File: src/rtl/multicycle_pkg.sv
// rtl/multicycle_pkg.sv - shared states, opcode/funct/ALU constants and per-state control decode
package multicycle_pkg;

    localparam int OP_BITS   = 6;
    localparam int ALUC_BITS = 3;

    typedef enum logic [3:0] {
        S_IDLE, S_FETCH, S_DECODE,
        S_EXEC_R, S_WB_R, S_EXEC_I, S_WB_I,
        S_EXEC_MEM, S_MEM_RD, S_MEM_WR, S_WB_MEM,
        S_EXEC_BR, S_TRAP
    } state_t;

    localparam logic [OP_BITS-1:0] OP_RTYPE = 6'b000000;
    localparam logic [OP_BITS-1:0] OP_LW    = 6'b100011;
    localparam logic [OP_BITS-1:0] OP_SW    = 6'b101011;
    localparam logic [OP_BITS-1:0] OP_ADDI  = 6'b001000;
    localparam logic [OP_BITS-1:0] OP_BEQ   = 6'b000100;

    localparam logic [OP_BITS-1:0] FN_ADD = 6'b100000;
    localparam logic [OP_BITS-1:0] FN_SUB = 6'b100010;
    localparam logic [OP_BITS-1:0] FN_AND = 6'b100100;
    localparam logic [OP_BITS-1:0] FN_OR  = 6'b100101;
    localparam logic [OP_BITS-1:0] FN_SLT = 6'b101010;

    localparam logic [ALUC_BITS-1:0] ALU_ADD = 3'b010;
    localparam logic [ALUC_BITS-1:0] ALU_SUB = 3'b110;
    localparam logic [ALUC_BITS-1:0] ALU_AND = 3'b000;
    localparam logic [ALUC_BITS-1:0] ALU_OR  = 3'b001;
    localparam logic [ALUC_BITS-1:0] ALU_SLT = 3'b111;

    typedef struct packed {
        logic                 instr_ready;
        logic                 pc_src;
        logic                 reg_we;
        logic                 mem_we;
        logic                 reg_dst;
        logic                 alu_src;
        logic                 mem_to_reg;
        logic [ALUC_BITS-1:0] alu_control;
        logic                 busy;
        logic                 done;
        logic                 illegal;
    } ctrl_t;

    // ALU lines stay driven through write-back so the datapath result is stable when written
    function automatic ctrl_t ctrl_for(input state_t s, input logic [ALUC_BITS-1:0] aluc);
        ctrl_t c;
        c      = '0;
        c.busy = (s != S_IDLE);
        case (s)
            S_FETCH:    c.instr_ready = 1'b1;
            S_EXEC_R:   c.alu_control = aluc;
            S_WB_R: begin
                c.alu_control = aluc;
                c.reg_dst     = 1'b1;
                c.reg_we      = 1'b1;
                c.done        = 1'b1;
            end
            S_EXEC_I, S_EXEC_MEM: begin
                c.alu_src     = 1'b1;
                c.alu_control = aluc;
            end
            S_WB_I: begin
                c.alu_src     = 1'b1;
                c.alu_control = aluc;
                c.reg_we      = 1'b1;
                c.done        = 1'b1;
            end
            S_MEM_WR: begin
                c.alu_src     = 1'b1;
                c.alu_control = aluc;
                c.mem_we      = 1'b1;
                c.done        = 1'b1;
            end
            S_MEM_RD: begin
                c.alu_src     = 1'b1;
                c.alu_control = aluc;
                c.mem_to_reg  = 1'b1;
            end
            S_WB_MEM: begin
                c.alu_src     = 1'b1;
                c.alu_control = aluc;
                c.mem_to_reg  = 1'b1;
                c.reg_we      = 1'b1;
                c.done        = 1'b1;
            end
            S_EXEC_BR: begin
                c.alu_control = aluc;
                c.pc_src      = 1'b1;
                c.done        = 1'b1;
            end
            S_TRAP:     c.illegal = 1'b1;
            default:    ;
        endcase
        return c;
    endfunction

endpackage

File: src/rtl/multicycle_ctrl_alu_decoder.sv
// rtl/multicycle_ctrl_alu_decoder.sv - opcode/funct to ALU control, plus funct legality
module alu_decoder
    import multicycle_pkg::*;
(
    input  logic [OP_BITS-1:0]   op_i,
    input  logic [OP_BITS-1:0]   funct_i,
    output logic [ALUC_BITS-1:0] alu_control_o,
    output logic                 funct_legal_o
);

    logic [ALUC_BITS-1:0] r_aluc;

    always_comb begin
        r_aluc        = ALU_ADD;
        funct_legal_o = 1'b1;
        case (funct_i)
            FN_ADD:  r_aluc = ALU_ADD;
            FN_SUB:  r_aluc = ALU_SUB;
            FN_AND:  r_aluc = ALU_AND;
            FN_OR:   r_aluc = ALU_OR;
            FN_SLT:  r_aluc = ALU_SLT;
            default: funct_legal_o = 1'b0;
        endcase
    end

    assign alu_control_o = (op_i == OP_RTYPE) ? r_aluc :
                           (op_i == OP_BEQ)   ? ALU_SUB : ALU_ADD;

endmodule

File: src/rtl/multicycle_ctrl.sv
// rtl/multicycle_ctrl.sv - multi-cycle control FSM; define MEM_WAIT_EN to add mem_ready wait states
module multicycle_ctrl
    import multicycle_pkg::*;
#(
    parameter int OP_W   = OP_BITS,
    parameter int ALUC_W = ALUC_BITS
) (
    input  logic              clk,
    input  logic              rst,
    input  logic              run,
    input  logic              instr_valid,
    output logic              instr_ready,
    input  logic [31:0]       instr,
    input  logic              zero,
`ifdef MEM_WAIT_EN
    input  logic              mem_ready,
`endif
    output logic              ir_we,
    output logic              pc_we,
    output logic              pc_src,
    output logic              reg_we,
    output logic              mem_we,
    output logic              reg_dst,
    output logic              alu_src,
    output logic              mem_to_reg,
    output logic [ALUC_W-1:0] alu_control,
    output logic              busy,
    output logic              done,
    output logic              illegal
);

    state_t               state_q, state_d;
    logic [OP_W-1:0]      op_q, op_d, funct_q, funct_d;
    ctrl_t                ctrl_q;
    logic [ALUC_BITS-1:0] aluc;
    logic                 funct_legal;
    logic                 mem_go;
    logic                 fire;
    logic                 unused_instr;

    assign unused_instr = ^instr[25:6];

`ifdef MEM_WAIT_EN
    assign mem_go = mem_ready;
`else
    assign mem_go = 1'b1;
`endif

    alu_decoder u_alu_decoder (
        .op_i          (op_d),
        .funct_i       (funct_d),
        .alu_control_o (aluc),
        .funct_legal_o (funct_legal)
    );

    assign fire = (state_q == S_FETCH) && instr_valid;

    always_comb begin
        state_d = state_q;
        op_d    = op_q;
        funct_d = funct_q;
        case (state_q)
            S_IDLE:  if (run) state_d = S_FETCH;
            S_FETCH: if (instr_valid) begin
                state_d = S_DECODE;
                op_d    = instr[31:26];
                funct_d = instr[5:0];
            end
            S_DECODE: begin
                case (op_q)
                    OP_RTYPE:     state_d = funct_legal ? S_EXEC_R : S_TRAP;
                    OP_LW, OP_SW: state_d = S_EXEC_MEM;
                    OP_ADDI:      state_d = S_EXEC_I;
                    OP_BEQ:       state_d = S_EXEC_BR;
                    default:      state_d = S_TRAP;
                endcase
            end
            S_EXEC_R:   state_d = S_WB_R;
            S_EXEC_I:   state_d = S_WB_I;
            S_EXEC_MEM: state_d = (op_q == OP_LW) ? S_MEM_RD : S_MEM_WR;
            S_MEM_RD:   if (mem_go) state_d = S_WB_MEM;
            S_MEM_WR:   if (mem_go) state_d = run ? S_FETCH : S_IDLE;
            S_WB_R, S_WB_I, S_WB_MEM, S_EXEC_BR:
                        state_d = run ? S_FETCH : S_IDLE;
            S_TRAP:     state_d = S_TRAP;
            default:    state_d = S_IDLE;
        endcase
    end

    // Moore outputs are registered by decoding the state being entered
    always_ff @(posedge clk or posedge rst) begin
        if (rst) begin
            state_q <= S_IDLE;
            op_q    <= '0;
            funct_q <= '0;
            ctrl_q  <= '0;
        end else begin
            state_q <= state_d;
            op_q    <= op_d;
            funct_q <= funct_d;
            ctrl_q  <= ctrl_for(state_d, aluc);
        end
    end

    assign instr_ready = ctrl_q.instr_ready;
    assign ir_we       = fire;
    assign pc_we       = fire | (ctrl_q.pc_src & zero);
    assign pc_src      = ctrl_q.pc_src;
    assign reg_we      = ctrl_q.reg_we;
    assign mem_we      = ctrl_q.mem_we;
    assign reg_dst     = ctrl_q.reg_dst;
    assign alu_src     = ctrl_q.alu_src;
    assign mem_to_reg  = ctrl_q.mem_to_reg;
    assign alu_control = ctrl_q.alu_control;
    assign busy        = ctrl_q.busy;
    assign done        = ctrl_q.done & (mem_go | ~ctrl_q.mem_we);
    assign illegal     = ctrl_q.illegal;

endmodule

File: config.mk
export PLATFORM = sky130hd
export DESIGN_NAME = multicycle_ctrl
export DESIGN_NICKNAME = d
export VERILOG_FILES = /design/src/rtl/multicycle_pkg.sv /design/src/rtl/multicycle_ctrl_alu_decoder.sv /design/src/rtl/multicycle_ctrl.sv
export SDC_FILE = /design/constraint.sdc
export NUM_CORES = 1
export LEC_CHECK = 0
export BUFFER_PORTS_ARGS = -buffer_cell sky130_fd_sc_hd__buf_2
export CAP_MARGIN = 20
export CELL_PAD_IN_SITES_DETAIL_PLACEMENT = 1
export CELL_PAD_IN_SITES_GLOBAL_PLACEMENT = 1
export CORE_MARGIN = 10
export CORE_UTILIZATION = 40
export DETAILED_ROUTE_END_ITERATION = 6
export GPL_ROUTABILITY_DRIVEN = 0
export PLACE_DENSITY = 0.88
export SLEW_MARGIN = 20
export SYNTH_ARGS = -nofsm -noshare
export SYNTH_HDL_FRONTEND = slang
export SYNTH_SLANG_ARGS = --single-unit
File: constraint.sdc
create_clock -name clk -period 4 [get_ports clk]
set_clock_uncertainty 0.2 [all_clocks]
set_input_delay 0 -clock clk [delete_from_list [all_inputs] [get_ports clk]]
set_output_delay 0 -clock clk [all_outputs]
set_load 0.005 [all_outputs]
== Yosys cells after proc, flatten, opt, wreduce, memory -nomap -nowiden ==
Cells that the tools add are included.

* Logic and storage cells: 87
* Output and inout bits: 15
* Bits in registers: 29
* Input bits: 37

* Reductions and logical operators: 13
* Equal/unequal tests: 33
* Bitwise logic cells: 2
* Mux-type cells: 25

{| class="wikitable"
|+ Operators with widths
! operator !! number
|-
| equality test 6 bit, second input constant || 7
|-
| equality test 4 bit, second input constant || 10
|-
| one-hot mux 4 bit (9 select lines) || 1
|-
| equality test 4 x 3 -> 1 bit, second input constant || 8
|-
| 2-to-1 mux 6 bit || 4
|-
| one-hot mux 4 bit (4 select lines) || 1
|-
| OR reduction 5 bit || 3
|-
| equality test 4 x 2 -> 1 bit, second input constant || 3
|-
| equality test 6 x 3 -> 1 bit, second input constant || 2
|-
| zero test 6 bit || 2
|-
| 2-to-1 mux 1 bit || 12
|-
| 2-to-1 mux 4 bit || 3
|-
| one-hot mux 3 bit (4 select lines) || 1
|-
| 2-to-1 mux 3 bit || 3
|-
| OR reduction 9 bit || 1
|-
| equality test 4 x 1 -> 1 bit, second input constant || 2
|-
| equality test 6 x 4 -> 1 bit, second input constant || 1
|-
| OR reduction 6 bit || 1
|-
| zero test 4 bit || 1
|-
| nonzero test 4 bit || 1
|-
| OR reduction 2 bit || 2
|-
| OR reduction 3 bit || 1
|-
| bitwise AND 1 bit || 1
|-
| logical AND 1 bit || 1
|-
| bitwise OR 1 bit || 1
|}

== Longest topological paths before layout ==
Gate-level depths: netlist of the first run.

* Depth after elaboration: 11
* Gate-level depth with buffers: 9
* Gate-level depth less buffers: 8

== By module ==
A second synthesis of the first run with hierarchy kept.

* Cell total of the unflattened synthesis: 149
* Area, all modules: 1446.4 um^2

{| class="wikitable"
|+ Modules (own cells, without submodules)
! module !! seq. area each (um^2) !! cells each !! area an instance (um^2) !! times used
|-
| multicycle_ctrl || 725.7 || 134 || 1338.8 || 1
|-
| alu_decoder || 0.0 || 15 || 107.6 || 1
|}

== Worst setup path before layout of the first run ==
OpenSTA, ideal clock, no wires.

* Kind: flip-flop to flip-flop
* Start: register op_q[3]
* End: register ctrl_q, in the netlist alu_control[0]
* Slack: 1.687 ns
* Clock period less this slack: 2.313 ns
* Stages on the path, launching flop included: 7
* Library setup time: 0.096 ns
* Required time: 3.704 ns
* Buffers on the path: 0
* Arrival: 2.017 ns
* Cells stage by stage: dfrtp_1 -> or4_1 -> nor2_1 -> a311o_2 -> a32o_2 -> mux2_4 -> nor4_2

* Cells in the longest elaborated chain, start to end: 7
* Elaborated cells on any way between the ends: 24
* Classes of those cells: 13 x eq/ne; 7 x mux; 4 x reduce/logical

{| class="wikitable"
|+ RTL lines
! item !! line !! text
|-
| start, declared || multicycle_ctrl.sv:33 || <nowiki>logic [OP_W-1:0] op_q, op_d, funct_q, funct_d;</nowiki>
|-
| start signal, assigned || multicycle_ctrl.sv:99 || <nowiki>op_q <= op_d;</nowiki>
|-
| equality test 6 bit, on equally long branches || multicycle_ctrl.sv:70, multicycle_ctrl.sv:80 ||
|-
| OR reduction 2 bit || multicycle_ctrl.sv:70 || <nowiki>case (op_q)</nowiki>
|-
| one-hot mux 4 bit (4 select lines) || multicycle_ctrl.sv:70 ||
|-
| one-hot mux 4 bit (9 select lines) || multicycle_ctrl.sv:62 || <nowiki>case (state_q)</nowiki>
|-
| equality test 4 bit, or another cell as far along || multicycle_pkg.sv:51 || <nowiki>case (s)</nowiki>
|-
| OR reduction 9 bit (no source line) || -- ||
|-
| 2-to-1 mux 3 bit (*) || multicycle_pkg.sv:51 ||
|-
| end signal, assigned || multicycle_ctrl.sv:101 || <nowiki>ctrl_q <= ctrl_for(state_d, aluc);</nowiki>
|-
| end, declared || multicycle_ctrl.sv:34 || <nowiki>ctrl_t ctrl_q;</nowiki>
|}

Every way passes the cells marked *; elsewhere a longest branch is shown, timed or not.

== Final worst setup path of the first run ==
* Start: register state_q[3]
* End: register ctrl_q, in the netlist alu_control[2]

* Cells in the longest elaborated chain, start to end: 11
* Elaborated cells on any way between the ends: 44
* Classes of those cells: 27 x eq/ne; 12 x mux; 5 x reduce/logical

{| class="wikitable"
|+ RTL lines
! item !! line !! text
|-
| start, declared || multicycle_ctrl.sv:32 || <nowiki>state_t state_q, state_d;</nowiki>
|-
| start signal, assigned || multicycle_ctrl.sv:98 || <nowiki>state_q <= state_d;</nowiki>
|-
| equality test 4 x 1 -> 1 bit || multicycle_ctrl.sv:62 ||
|-
| 2-to-1 mux 6 bit || multicycle_ctrl.sv:62 ||
|-
| equality test 6 bit || multicycle_ctrl_alu_decoder.sv:16 || <nowiki>case (funct_i)</nowiki>
|-
| OR reduction 5 bit (no source line) || -- ||
|-
| 2-to-1 mux 1 bit || multicycle_ctrl_alu_decoder.sv:16 ||
|-
| 2-to-1 mux 4 bit || multicycle_ctrl.sv:71 || <nowiki>OP_RTYPE: state_d = funct_legal ? S_EXEC_R : S_TRAP;</nowiki>
|-
| one-hot mux 4 bit (4 select lines) || multicycle_ctrl.sv:70 ||
|-
| one-hot mux 4 bit (9 select lines) || multicycle_ctrl.sv:62 ||
|-
| equality test 4 bit, or another cell as far along || multicycle_pkg.sv:51 ||
|-
| OR reduction 9 bit (no source line) || -- ||
|-
| 2-to-1 mux 3 bit (*) || multicycle_pkg.sv:51 ||
|}

Marked as above.

==> results of run 1 <==
[where the power goes]
part | total, W | leakage, nW | internal (W) | switching [W]
clock network | 0.000268 | 0.0542 | 0.000155 | 0.000113
logic | 0.000564 | 0.572 | 0.000246 | 0.000319
registers | 0.000523 | 0.368 | 0.000404 | 0.000119
[final timing paths]
kind | from | endpoint | slack (ns) | cells past startpoint
setup / recovery | state_q[3] | alu_control[2] | 1.03 | 7
hold / removal | instr_valid | state_q[1] | 0.04 | 4
setup reg to reg | state_q[3] | alu_control[2] | 1.03 | 7
hold reg to reg | funct_q[5] | funct_q[5] | 0.30 | 1
max in group asynchronous | rst | instr_ready | 3.06 | 3
min in group asynchronous | rst | alu_control[0] | 0.13 | 3
[area by class of cell]
type                       count  share of cell area [%]
inverter                      13                    2.50
timing repair buffer          47                    16.0
multi-input combinational    100                    36.1
clock inverter                 1                   0.256
tap                           48                    3.07
sequential                    29                    37.2
clock buffer                   7                    4.93
[metal layers]
layer | share of wire (%) | vias up
met1 | 42 | 684
met4 | 1.7 | 0
met2 | 51 | 37
met3 | 5.5 | 11
met5 | 0 | -
li1 | - | 631
[critical path: stages (launching register included)]
cell     delay (ns)
dfrtp_1        0.53
and2b_4        0.25
nand4_1        0.10
buf_4          0.30
mux2i_1        0.49
a32o_2         0.35
mux2_4         0.35
nor4_2         0.28
[cell usage in the layout (no fill, tap or decap), types with 2 or more instances in the layout]
cell,instances
o221ai_1,2
a41oi_1,2
and3_1,2
nor3_1,7
buf_2,31
nor4_1,2
clkbuf_8,7
nor2b_1,5
mux2i_1,7
nor2_1,14
nand2b_1,2
o21ai_0,8
inv_1,12
nand3_1,6
a21oi_1,5
a21o_1,2
nand4_1,2
or4_1,2
dfrtp_1,29
nor4_2,2
dlygate4sd3_1,15
nand2_1,6
mux2_2,10
[per-stage QoR]
step	utilization [%]	total power, W	hold slack (ns)	area, µm²	worst slack, ns
2_1_floorplan	-	0.000883	-0.122	1520	1.69
3_3_place_gp	46.5	0.000990	0.0417	1700	1.24
3_5_place_dp	46.5	0.00104	0.0489	1700	1.18
4_1_cts	53.3	0.00134	0.0262	1950	1.17
5_1_grt	53.3	0.00144	0.0432	1950	0.882
6_report	53.3	0.00136	0.0352	1950	1.03
[logic make-up (layout without fill, tap and decap cells)]
| group | count (synthesis) | in the layout | share of synthesized area (%) |
|---|---|---|---|
| simple gates | 56 | 56 | 21.7 |
| flops | 29 | 29 | 47.7 |
| compound gates | 26 | 26 | 11.6 |
| buf+inv | 20 | 68 | 5.93 |
| mux | 18 | 18 | 13.0 |
==> impl_results.md, run 1 <==
- Most common cell in the netlist: dfrtp_1
- Crit path DAT: 2.96 ns
- Worst vdd ir: 0.304 mV
- Average size of a mapped cell: 10.2 µm²
- Io pins: 52
- Setup crit end kind: flip-flop
- Reg clk slew, reported paths: 0.07 ns
- Cells after DPL: 222
- FF+latch area: 726 µm²
- Via count: 1363
- Core Area: 0.00366 mm²
- CTS Sinks: 29
- H-tree levels: 2
- Full die area: 0.00667 mm²
- CTS Hold Bufs: 15
- Initial antenna violation count: 0
- DP Wirelength: 3030 µm
- Commonest cells post-synth: dfrtp_1 (29), nor2_1 (14), inv_1 (13)
- DRC errors left: 0
- Multi-input logic area: 704 µm²
- EDFF count, synth: 0
- Min Tclk post-route: 2.97 ns
- Yosys top cell area share: 47.7%
- Die X: 81.7 µm
- Pwr dens: 694 mW/mm²
- Antenna cells: 0
- GR Util met2: 24.7%
- P&R area growth vs syn: 28.5%
- Fillers: 419
- DRT iter0 DRCs: 97
- GR Layer Usage met3: 5.35%
- Clock Latency Late Sink: 0.28 ns
- Wire length per cell: 19.2 µm
- Vias in the first global route: 1434
- Max Fclk: 0.336 GHz
- Area leader, netlist: dfrtp_1
- Max-Cap Viols: 0
- Routed vias/inst: 5.56
- Top_reg_cell synth: dfrtp_1
- Clock Tree Buf Depth: 2
- Synth cell types: 39
- CP required: 3.98 ns
- Leak: 0.995 nW
- CTS Root Cell: clkbuf_8
- First-pass DRT Iterations: 4
- Worst min-delay path class: in2reg
- Non-filler instance count after layout: 245
- Largest net degree at the start of global routing: 30
- RSZ-0062 raised after global routing: false
- Setup Viol. Count Final: 0
- Num CTS Buffers: 5
- Setup TNS: 0 ns
- Critical path type: reg2reg
- Layout Nets: 233
- Yosys reg bits: 29
- Crit start category: flip-flop
- Initial Util: 41.5%
- First-pass GRT wire length: 7360 µm
- Fin crit share: 74.4%
- Row Count: 22
- Yosys Warn Count: 0
- Top cells by area, synth: dfrtp_1 (48%), mux2_2 (7.4%), mux2i_1 (4.6%)
- Remaining Overflow, GRT: 0
- Status: complete, no violations
- Share of cells above drive strength 1: 29.9%
- Worst Path Max Fanout: 20
- I/O Buffers: 31
- Met1 usage: 16.1%
- Asr flop ratio synth: 100%
- CTS tree: yes
- Regs by FF count: funct_q (6), op_q (6), state_q (4)
- Post-CTS Setup Bufs: 0
- Final Hold Fails: 0
- Post-CTS Resized: 0
- GR peak layer: met2
- Syn_nets: 186
- Worst slew pin tran: 0.655 ns
- Sequential element share of the synthesized area: 47.7%
- Slew HR: 55.8%
- Chip Height: 81.7 µm
- Post-route ant nets: 0
- Mapped Cells: 149
- Post-Syn Area: 0.00152 mm²
- Final Max Tran Viols: 0
- Detailed-route wire length: 4720 µm
- GRT Resource Usage Total: 14.5%
Note: power is estimated with default switching activity, not from simulation.
==> inputs of run 2 (changes only) <==
Settings changed: ABC_AREA set to 1, CORE_UTILIZATION 40 to 36, PLACE_DENSITY 0.88 to 0.84.
Clock period 4 ns to 3.1 ns, I/O delays scaled along.
==> run 2 against run 1 <==
Against the previous run:
- sequential power is 14% higher
- die area increased by 19%
- cell area up 11%
- synthesized cell count is 61% higher
- maximum frequency increased by 19%
- global-route usage is 1.9 points lower
- clock-buffer cell count fell by 1
- power up 40%
- worst setup slack worse by 0.42 ns
- highest routed layer unchanged
- clock power increased by 12%
- combinational power is 77% higher
- area after synthesis rose by 13%
==> impl_results.md, run 2 <==
- Status: complete, no violations
- NetSw: 0.000891 W
- Pwr dens: 877 mW/mm²
- Mapped Cells: 240
- Post-CTS Resized: 0
- Worst min-delay path class: in2reg
- H-tree levels: 2
- Hold Path Depth: 5
- Worst slew pin tran: 0.762 ns
- Area leader, netlist: dfrtp_1
- Row Count: 25
- Clock Latency Late Sink: 0.28 ns
- Initial antenna violation count: 0
- Initial Util: 36.8%
- Gate power share: 52.6%
- Critical path type: reg2reg
- EDFF count, synth: 0
- Crit path DAT: 2.48 ns
- Flop2flop setup slack: 0.60 ns
- Hold Startpoint: instr_valid
- Sequential element share of the synthesized area: 42.4%
- Asr flop ratio synth: 100%
- Via count: 1635
- I/O Buffers: 31
- P&R area growth vs syn: 26.0%
- Most common cell in the netlist: nand2_1
- Remaining Overflow, GRT: 0
- Reg clk slew, reported paths: 0.07 ns
- Wire length per cell: 13.3 µm
- Switching Share: 47.1%
- Antenna cells: 0
- Share of cells above drive strength 1: 26.1%
- Vias in the first global route: 1748
- Setup TNS: 0 ns
- Detailed-route wire length: 4590 µm
- CTS Sinks: 29
- Most frequent cells in the layout: nand2_1 (66), inv_1 (36), nor2_1 (34), buf_2 (31), dfrtp_1 (29)
- Reg-to-Reg Start: state_q[0]
- Clock Tree Buf Depth: 2
- Cell Int Power: 0.00100 W
- Leak: 1.22 nW
- Worst vdd ir: 0.381 mV
- Max-Cap Viols: 0
- Clk pwr share: 15.9%
- Max Fclk: 0.400 GHz
- Final Max Tran Viols: 0
- DP Wirelength: 3650 µm
- CP required: 3.08 ns
- First-pass DRT Iterations: 4
- Setup crit end kind: flip-flop
- CTS Root Cell: clkbuf_8
- DRT iter0 DRCs: 50
- Yosys top cell area share: 42.4%
- Worst Path Max Fanout: 13
- Final core utilization: 46.3%
- Reg-to-Reg End: alu_control[2]
- Largest net degree at the start of global routing: 20
- Num CTS Buffers: 5
- CTS tree: yes
- Io pins: 52
- Regs by FF count: funct_q (6), op_q (6), state_q (4)
- Routed vias/inst: 4.74
- Core Area: 0.00466 mm²
- Full die area: 0.00792 mm²
- Final Hold Fails: 0
- Slew HR: 48.8%
- Die X: 89.0 µm
- RSZ-0062 raised after global routing: false
- Setup Viol. Count Final: 0
- Fin crit share: 80.6%
- Min Tclk post-route: 2.50 ns
- Sequential Power Share: 31.5%
- Top cells by area, synth: dfrtp_1 (42%), nand2_1 (14%), inv_1 (7.9%)
- Top_reg_cell synth: dfrtp_1
- Post-route ant nets: 0
- WHS Endpoint: funct_q[3]
- Layout Nets: 327
- Post-Syn Area: 0.00171 mm²
- Commonest non-fill, non-tap cell in the layout: nand2_1
- Yosys reg bits: 29
- Syn_nets: 277
- First-pass GRT wire length: 7780 µm
- Crit start category: flip-flop
- Post-CTS Setup Bufs: 0
- Chip Height: 89.0 µm
- Average size of a mapped cell: 7.14 µm²
- DRC errors left: 0
- GRT Resource Usage Total: 12.6%
- Yosys Warn Count: 0
- Commonest cells post-synth: nand2_1 (66), inv_1 (36), nor2_1 (34)
- Worst R2R Path Depth: 17
- Synth cell types: 24
-- run 2: per-layer routing --
layer	share of wire, %	vias up	track usage, %	wire, µm
li1	-	822	-	-
met1	42	783	14.0	1920
met2	53	22	22.3	2420
met3	4.0	8	3.74	182
met4	1.6	0	4.34	72
met5	0	-	0	0
-- run 2: what timing repair did --
action | 4_1_cts | 5_1_grt
hold buffers | 14 | 0
hold endpoints to repair | 46 | 0
endpoints found under the setup margin | 0 | 0
-- run 2: worst max path at each step --
stage                     from        endpoint  slack (ns)  depth (start not counted)
floorplan           state_q[1]  alu_control[1]        1.01                         16
global placement    state_q[0]  alu_control[1]        0.67                         17
detailed placement  state_q[0]  alu_control[2]        0.58                         17
CTS                 state_q[0]  alu_control[1]        0.56                         17
global route        state_q[2]         alu_src        0.32                         16
finish              state_q[0]  alu_control[2]        0.60                         17
-- run 2: worst max-delay path, stage by stage (launching register included) --
cell and delay [ns]:
dfrtp_1 0.48, inv_2 0.05, nor2_2 0.09, nand2_2 0.19
nand2_1 0.12, nand2_1 0.11, nor2_4 0.19, nand3_1 0.10
nand2_1 0.10, inv_2 0.05, nand4_2 0.07, nand2_1 0.05
nand2_1 0.13, nand2_1 0.07, nand2_1 0.12, nand3_1 0.10
nand2_2 0.10, nor2_1 0.05
-- run 2: layout make-up --
cell class	count	area (µm²)
clock buffer	6	72.6
clock inverter	2	10.0
fill	619	2500
inverter	44	168
multi-input combinational	164	792
sequential	29	726
tap	54	67.6
timing repair buffer	46	323
-- run 2: kinds of logic after synthesis --
logic type      synth area share, %
simple gates                   38.7
flops                          42.4
compound gates                 7.52
buf+inv                        11.4
-- run 2: through the flow --
step | instance area, µm² | hold slack (ns) | setup WS (ns) | power, W | cells
floorplan | 1710 | -0.122 | 1.01 | 0.00135 | 240
global route | 2160 | 0.0870 | 0.325 | 0.00209 | 345
global placement | 1910 | 0.0310 | 0.669 | 0.00154 | 322
finish | 2160 | 0.0474 | 0.601 | 0.00189 | 345
detailed placement | 1940 | -0.139 | 0.583 | 0.00159 | 323
CTS | 2160 | 0.0395 | 0.564 | 0.00192 | 345
-- run 2: power groups by stage --
stage	Clock (W)	Sequential [W]	Combinational (W)
final	0.000300	0.000597	0.000996
after global routing	0.000330	0.000614	0.00114
after CTS	0.000312	0.000597	0.00101
after detailed placement	0	0.000603	0.000992
after global placement	0	0.000594	0.000946
after floorplan	0	0.000589	0.000761
